[config.mk]
export PLATFORM = sky130hd
export DESIGN_NAME = writeback_unit_flat
export DESIGN_NICKNAME = d
export VERILOG_FILES = /design/src/rtl/rv_pkg.sv /design/src/rtl/writeback_unit_if.sv /design/src/rtl/writeback_unit_load_align.sv /design/src/rtl/writeback_unit.sv /design/src/flat_wrapper.sv
export SDC_FILE = /design/constraint.sdc
export NUM_CORES = 1
export LEC_CHECK = 0
export ABC_CLOCK_PERIOD_IN_PS = 3200
export BUFFER_PORTS_ARGS = -buffer_cell sky130_fd_sc_hd__clkbuf_2
export CAP_MARGIN = 5
export CORE_MARGIN = 2
export CORE_UTILIZATION = 50
export DETAILED_ROUTE_END_ITERATION = 12
export PLACE_DENSITY = 0.72
export SLEW_MARGIN = 20
export SYNTH_ARGS = -nofsm -noshare
export SYNTH_HDL_FRONTEND = slang
export SYNTH_HIERARCHICAL = 1
export SYNTH_SLANG_ARGS = --single-unit
[constraint.sdc]
create_clock -name clk -period 3.2 [get_ports clk]
set_input_delay 0 -clock clk [delete_from_list [all_inputs] [get_ports clk]]
set_output_delay 0 -clock clk [all_outputs]
set_load 0.1 [all_outputs]
[src/rtl/rv_pkg.sv]
// rtl/rv_pkg.sv - shared RISC-V constants and writeback selection type
package rv_pkg;

    localparam int XLEN               = 32;
    localparam int DEFAULT_LOAD_DEPTH = 2;

    localparam logic [4:0] REG_ZERO = 5'd0;

    localparam logic [2:0] F3_LB  = 3'b000;
    localparam logic [2:0] F3_LH  = 3'b001;
    localparam logic [2:0] F3_LW  = 3'b010;
    localparam logic [2:0] F3_LBU = 3'b100;
    localparam logic [2:0] F3_LHU = 3'b101;

    // Source chosen for the register-file write port in a given cycle.
    typedef enum logic [1:0] {
        SEL_NONE,
        SEL_ALU,
        SEL_LOAD
    } wb_sel_e;

endpackage

[src/rtl/writeback_unit_if.sv]
// rtl/writeback_unit_if.sv - ALU/load inputs and register-file write port bundle
//   slave  : writeback unit view (consumes ALU/load results, drives write port)
//   master : producer/consumer view (drives ALU/load results, observes write port)
interface writeback_unit_if;
    import rv_pkg::*;

    logic            alu_valid;
    logic [4:0]      alu_rd;
    logic [XLEN-1:0] alu_result;
    logic            alu_stall;

    logic            load_valid;
    logic            load_ready;
    logic [4:0]      load_rd;
    logic [XLEN-1:0] load_data;
    logic [2:0]      load_funct3;
    logic [1:0]      load_addr_lo;

    logic [4:0]      write_reg;
    logic [XLEN-1:0] write_data;
    logic            cs_reg_write;

    modport slave (
        input  alu_valid, alu_rd, alu_result,
        input  load_valid, load_rd, load_data, load_funct3, load_addr_lo,
        output alu_stall, load_ready,
        output write_reg, write_data, cs_reg_write
    );

    modport master (
        output alu_valid, alu_rd, alu_result,
        output load_valid, load_rd, load_data, load_funct3, load_addr_lo,
        input  alu_stall, load_ready,
        input  write_reg, write_data, cs_reg_write
    );
endinterface

[src/rtl/writeback_unit_load_align.sv]
// rtl/writeback_unit_load_align.sv - load byte/halfword select and sign/zero extension
//   funct3_i  : load type
//   addr_lo_i : byte offset of the load address
//   word_i    : raw memory word
//   data_o    : extended result
module load_align
    import rv_pkg::*;
(
    input  logic [2:0]      funct3_i,
    input  logic [1:0]      addr_lo_i,
    input  logic [XLEN-1:0] word_i,
    output logic [XLEN-1:0] data_o
);

    logic [7:0]  byte_sel;
    logic [15:0] half_sel;

    always_comb begin
        case (addr_lo_i)
            2'd1:    byte_sel = word_i[15:8];
            2'd2:    byte_sel = word_i[23:16];
            2'd3:    byte_sel = word_i[31:24];
            default: byte_sel = word_i[7:0];
        endcase

        half_sel = addr_lo_i[1] ? word_i[31:16] : word_i[15:0];

        case (funct3_i)
            F3_LB:   data_o = {{24{byte_sel[7]}}, byte_sel};
            F3_LBU:  data_o = {24'd0, byte_sel};
            F3_LH:   data_o = {{16{half_sel[15]}}, half_sel};
            F3_LHU:  data_o = {16'd0, half_sel};
            F3_LW:   data_o = word_i;
            default: data_o = word_i;
        endcase
    end

endmodule

[src/rtl/writeback_unit.sv]
// rtl/writeback_unit.sv - register-file writeback merging ALU results and buffered loads
//   clk   : clock
//   reset : asynchronous active-low reset
//   wb    : writeback_unit_if.slave (ALU result, load handshake, write port, alu_stall)
//   Optional macro WB_STARVE_GUARD_EN: age counter forcing a load drain via alu_stall.
module writeback_unit
    import rv_pkg::*;
#(
    parameter int LOAD_DEPTH   = DEFAULT_LOAD_DEPTH,
    parameter int STARVE_LIMIT = 3
) (
    input  logic            clk,
    input  logic            reset,
    writeback_unit_if.slave wb
);

    localparam int PW = (LOAD_DEPTH > 1) ? $clog2(LOAD_DEPTH) : 1;
    localparam int CW = PW + 1;

    logic [4:0]      rd_mem   [LOAD_DEPTH];
    logic [XLEN-1:0] data_mem [LOAD_DEPTH];

    logic [PW-1:0]   wr_ptr_q, rd_ptr_q;
    logic [CW-1:0]   count_q, count_d;
    logic [4:0]      write_reg_q, write_reg_d;
    logic [XLEN-1:0] write_data_q, write_data_d;
    logic            cs_q, cs_d;

    logic [XLEN-1:0] aligned;
    logic            fifo_nonempty;
    logic            load_ready;
    logic            enqueue;
    logic            drain;
    logic            stall;
    wb_sel_e         sel;

    load_align u_load_align (
        .funct3_i  (wb.load_funct3),
        .addr_lo_i (wb.load_addr_lo),
        .word_i    (wb.load_data),
        .data_o    (aligned)
    );

    assign fifo_nonempty = (count_q != '0);
    assign load_ready    = (count_q < CW'(LOAD_DEPTH));
    // Loads to x0 complete the handshake but are never stored.
    assign enqueue       = wb.load_valid && load_ready && (wb.load_rd != REG_ZERO);

`ifdef WB_STARVE_GUARD_EN
    localparam logic [1:0] STARVE_LIM = 2'(STARVE_LIMIT);

    logic [1:0] age_q, age_d;

    assign stall = (age_q >= STARVE_LIM) && fifo_nonempty;

    always_comb begin
        age_d = age_q;
        if (!fifo_nonempty || drain) begin
            age_d = 2'd0;
        end else if (age_q != 2'd3) begin
            age_d = age_q + 2'd1;
        end
    end

    always_ff @(posedge clk or negedge reset) begin
        if (!reset) begin
            age_q <= 2'd0;
        end else begin
            age_q <= age_d;
        end
    end
`else
    assign stall = 1'b0;
`endif

    always_comb begin
        sel          = SEL_NONE;
        cs_d         = 1'b0;
        write_reg_d  = REG_ZERO;
        write_data_d = '0;

        if (stall) begin
            sel = SEL_LOAD;
        end else if (wb.alu_valid && (wb.alu_rd != REG_ZERO)) begin
            sel = SEL_ALU;
        end else if (fifo_nonempty) begin
            sel = SEL_LOAD;
        end

        case (sel)
            SEL_ALU: begin
                cs_d         = 1'b1;
                write_reg_d  = wb.alu_rd;
                write_data_d = wb.alu_result;
            end
            SEL_LOAD: begin
                cs_d         = 1'b1;
                write_reg_d  = rd_mem[rd_ptr_q];
                write_data_d = data_mem[rd_ptr_q];
            end
            default: ;
        endcase
    end

    assign drain   = (sel == SEL_LOAD);
    assign count_d = count_q + CW'(enqueue) - CW'(drain);

    always_ff @(posedge clk) begin
        if (enqueue) begin
            rd_mem[wr_ptr_q]   <= wb.load_rd;
            data_mem[wr_ptr_q] <= aligned;
        end
    end

    always_ff @(posedge clk or negedge reset) begin
        if (!reset) begin
            wr_ptr_q     <= '0;
            rd_ptr_q     <= '0;
            count_q      <= '0;
            cs_q         <= 1'b0;
            write_reg_q  <= REG_ZERO;
            write_data_q <= '0;
        end else begin
            if (enqueue) wr_ptr_q <= wr_ptr_q + PW'(1);
            if (drain)   rd_ptr_q <= rd_ptr_q + PW'(1);
            count_q      <= count_d;
            cs_q         <= cs_d;
            write_reg_q  <= write_reg_d;
            write_data_q <= write_data_d;
        end
    end

    assign wb.load_ready   = load_ready;
    assign wb.alu_stall    = stall;
    assign wb.cs_reg_write = cs_q;
    assign wb.write_reg    = write_reg_q;
    assign wb.write_data   = write_data_q;

endmodule

[src/flat_wrapper.sv]
// flat-port wrapper written by rule: the top's interface ports become plain ports
module writeback_unit_flat import rv_pkg::*;
#(
    parameter int LOAD_DEPTH   = DEFAULT_LOAD_DEPTH,
    parameter int STARVE_LIMIT = 3
)
  (clk, reset, wb_alu_valid, wb_alu_rd, wb_alu_result, wb_load_valid, wb_load_rd, wb_load_data, wb_load_funct3, wb_load_addr_lo, wb_alu_stall, wb_load_ready, wb_write_reg, wb_write_data, wb_cs_reg_write);
  writeback_unit_if wb_i ();
  input  logic clk;
  input  logic reset;
  input wire logic [$bits(wb_i.alu_valid)-1:0] wb_alu_valid;
  input wire logic [$bits(wb_i.alu_rd)-1:0] wb_alu_rd;
  input wire logic [$bits(wb_i.alu_result)-1:0] wb_alu_result;
  input wire logic [$bits(wb_i.load_valid)-1:0] wb_load_valid;
  input wire logic [$bits(wb_i.load_rd)-1:0] wb_load_rd;
  input wire logic [$bits(wb_i.load_data)-1:0] wb_load_data;
  input wire logic [$bits(wb_i.load_funct3)-1:0] wb_load_funct3;
  input wire logic [$bits(wb_i.load_addr_lo)-1:0] wb_load_addr_lo;
  output wire logic [$bits(wb_i.alu_stall)-1:0] wb_alu_stall;
  output wire logic [$bits(wb_i.load_ready)-1:0] wb_load_ready;
  output wire logic [$bits(wb_i.write_reg)-1:0] wb_write_reg;
  output wire logic [$bits(wb_i.write_data)-1:0] wb_write_data;
  output wire logic [$bits(wb_i.cs_reg_write)-1:0] wb_cs_reg_write;
  assign wb_i.alu_valid = wb_alu_valid;
  assign wb_i.alu_rd = wb_alu_rd;
  assign wb_i.alu_result = wb_alu_result;
  assign wb_i.load_valid = wb_load_valid;
  assign wb_i.load_rd = wb_load_rd;
  assign wb_i.load_data = wb_load_data;
  assign wb_i.load_funct3 = wb_load_funct3;
  assign wb_i.load_addr_lo = wb_load_addr_lo;
  assign wb_alu_stall = wb_i.alu_stall;
  assign wb_load_ready = wb_i.load_ready;
  assign wb_write_reg = wb_i.write_reg;
  assign wb_write_data = wb_i.write_data;
  assign wb_cs_reg_write = wb_i.cs_reg_write;
  writeback_unit #(.LOAD_DEPTH(LOAD_DEPTH), .STARVE_LIMIT(STARVE_LIMIT)) u_core (.clk(clk), .reset(reset), .wb(wb_i));
endmodule
==> impl_metrics.yaml <==
run_status:
  status: "finished clean"
synth:
  synth-adder-area-share_pct: 0.490
  syn-num-nets: 461
  yosysUniqueCellTypes: 38
  synth_compound_area_share_pct: 8.63
  synth_ff_type: "edfxtp_1"
  synth_enable_flop_cells: 74
  synth-simple-area-share_pct: 8.16
  synth-xor-area-share_pct: 0.515
  ys_seq_area_share_pct: 64.1
  syn_inst: 376
  syn_area_per_cell_um2: 13.6
  syn-cell-area_um2: 5100
  synth.area.mux_share_pct: 15.0
  yosys_warnings: 6
  synth_top_family_by_area: "multiplexers"
  synthArstFlopShare_pct: 36.2
  ys_seq_elements: 116
power:
  ir_drop_mv: 0.436
  p_leak_nw: 3.21
  power_mw: 6.37
  p_per_area_nw_per_um2: 882
timing:
  fin_crit_sh_pct: 65.5
  setup_viol: 0
  final.setup.tns_ps: 0
  rsz0062_at_grt: "false"
  worst_slew_margin_rel_pct: 52.7
  skew_ps: 8.80
  max_freq_mhz: 477
  period_needed_ps: 2100
  worst_pin_slew_ps: 710
  maxSlewViolCount: 0
  whs_ps: 87.5
  hold_viol: 0
grt:
  grt_pass1_vias: 3885
  gr-usage-all-layers_pct: 22.6
  grt_pass1_wl_um: 19000
  grt_overflow: 0
  grt_max_degree: 43
  grtUsageMet3_pct: 5.55
  antenna_found_initial: 1
  gr-usage-met1_pct: 27.6
  grt_use_met2_pct: 38.9
  gr-max-usage-layer: "met2"
place:
  place.port_buffers: 121
  placed_area_um2: 5810
  post-dp-hpwl_um: 7140
  place_congestion: 0.807
  dp_cells: 612
cts:
  clk_latency_ps: 500
  cts_tree: "built"
  clk_path_buf_depth: 2
  clkTransAtPathRegs_ps: 60
  cts_buffers: 17
  post_cts_buffers: 0
  numClockSinks: 116
  htreeDepth: 4
  cts-root-buf: "clkbuf_8"
  cts_hold_buffers: 84
  cts.repair.resized: 0
detailed_routing:
  drt_pass1_iterations: 6
  first_iter_violations: 238
  wl_um: 12100
  routed_wire_length_per_instance_um: 16.6
  drtAntennaViolNets: 0
  drc: 0
  routed-via-count: 3801
  avgViaCountPerCell: 5.21
floorplanning:
  start_util_pct: 52.0
  die_x_um: 105
  row_count: 36
  die_h_um: 105
  io_pins: 123
  die_area_um2: 11000
  core_area_um2: 9820
critical_path:
  r2r_cells: 8
  cp.required_ps: 3440
  r2r-start: "u_core/count_q[1]$_DFF_PN0_"
  crit_buf_inv: 3
  crit_fanout: 8
  crit_chain: "dlygate4sd3_1, clkbuf_2, mux4_2, and3b_1, a221o_1, dlygate4sd3_1"
  timing_worst_setup_path_type: "in -> reg"
  crit_slowest_cell: "dlygate4sd3_1"
  worstReg2RegEnd: "u_core/count_q[1]$_DFF_PN0_"
  r2r_slack_ps: 1330
  cp_top_family: "buffers and inverters"
  start_kind: "primary input"
  endpoint_kind: "flip-flop"
  cp.arrival_ps: 2330
  slowest_delay_ps: 570
  crit_path_frequent_cell: "dlygate4sd3_1"
cells_and_area:
  top_register: "u_core/data_mem"
  fin_cells: 730
  design_area_um2: 7220
  largest_reg_flops: 64
  drive_gt1_share_pct: 33.4
  syn_to_final_growth_pct: 41.5
  final_nets: 668
min_path:
  hp-class: "in -> async"
job:
  drv_cap: 0
[layout by cell type (no fill, tap or decap), types with 2 or more instances in the layout]
master           n
a22oi_1          7
nand2_1         41
nor2_4           2
inv_1            5
nand2b_1         7
mux2i_1         38
clkinv_1         3
dlygate4sd3_1   84
ha_1             2
nor2b_1          3
edfxtp_1        74
o21ai_1          8
xnor2_1          3
dfrtp_1         41
mux2_2          32
buf_4            7
a221o_1          8
bufinv_16        2
o31ai_1          5
clkbuf_2       121
clkbuf_16       16
a21o_1          17
clkinv_2         6
clkbuf_1         2
clkinvlp_4       2
nor2_1          37
a21oi_1          2
[cells in the mapped netlist, drive strengths merged, types with 5 or more instances]
library cell	n	share of area (%)
nand2	41	3.0
nand2b	7	0.86
a22oi	7	1.0
o31ai	5	0.74
o21ai	10	1.2
nor2	40	2.9
mux2	32	7.1
buf	10	1.6
clkbuf	15	1.1
mux2i	38	7.5
a221o	8	1.6
a21o	17	2.5
edfxtp	74	44
dfrtp	42	21
inv	5	0.37
[final cells by class]
class                   count  area (µm²)
multi-input cells         230        1690
clock inverters            13         116
diodes                      1        2.50
repair buffers            213        1530
well taps                 133         166
clock buffers              19         422
flip-flops and latches    116        3270
inverters                   5        18.8
fillers                   666        2600
[power breakdown]
group / internal, mW / leakage (nW) / switching [mW]
Combinational: 0.640 / 1.76 / 1.89
Clock: 1.09 / 0.263 / 0.608
Sequential: 2.00 / 1.19 / 0.149
Total: 3.72 / 3.21 / 2.65
[worst max path at each step]
stage,start,to,depth (start not counted)
floorplan,u_core/count_q[1]$_DFF_PN0_,u_core/data_mem[0][0]$_DFFE_PP_,3
global placement,wb_alu_rd[0],u_core/wb.write_data[30]$_DFF_PN0_,4
detailed placement,wb_alu_rd[0],u_core/wb.write_data[17]$_DFF_PN0_,4
CTS,wb_load_data[23],u_core/data_mem[0][9]$_DFFE_PP_,6
global route,wb_load_data[7],u_core/data_mem[0][9]$_DFFE_PP_,6
finish,wb_load_data[7],u_core/data_mem[0][9]$_DFFE_PP_,6
[stage by stage]
stage | setup slack (ps) | util, %
global route | 1090 | 73.5
floorplan | -128 | -
CTS | 1190 | 73.2
finish | 1100 | 73.5
detailed placement | 1250 | 59.2
global placement | 1330 | 59.2
[logic make-up after synthesis]
kind of cell / count (synthesis)
muxes: 71
buffers and inverters: 30
adders and majority gates: 2
other: 1
and+or+nand+nor: 97
xor gates and xnor gates: 3
DFF: 116
AOI/OAI and AO/OA: 56
[per-layer routing]
| metal | vias up | routed length (µm) |
|---|---|---|
| met4 | 0 | 238 |
| met5 | - | 0 |
| li1 | 1788 | - |
| met1 | 1819 | 4800 |
| met2 | 177 | 6300 |
| met3 | 17 | 751 |
No activity file was read; power rests on OpenSTA's default activity.
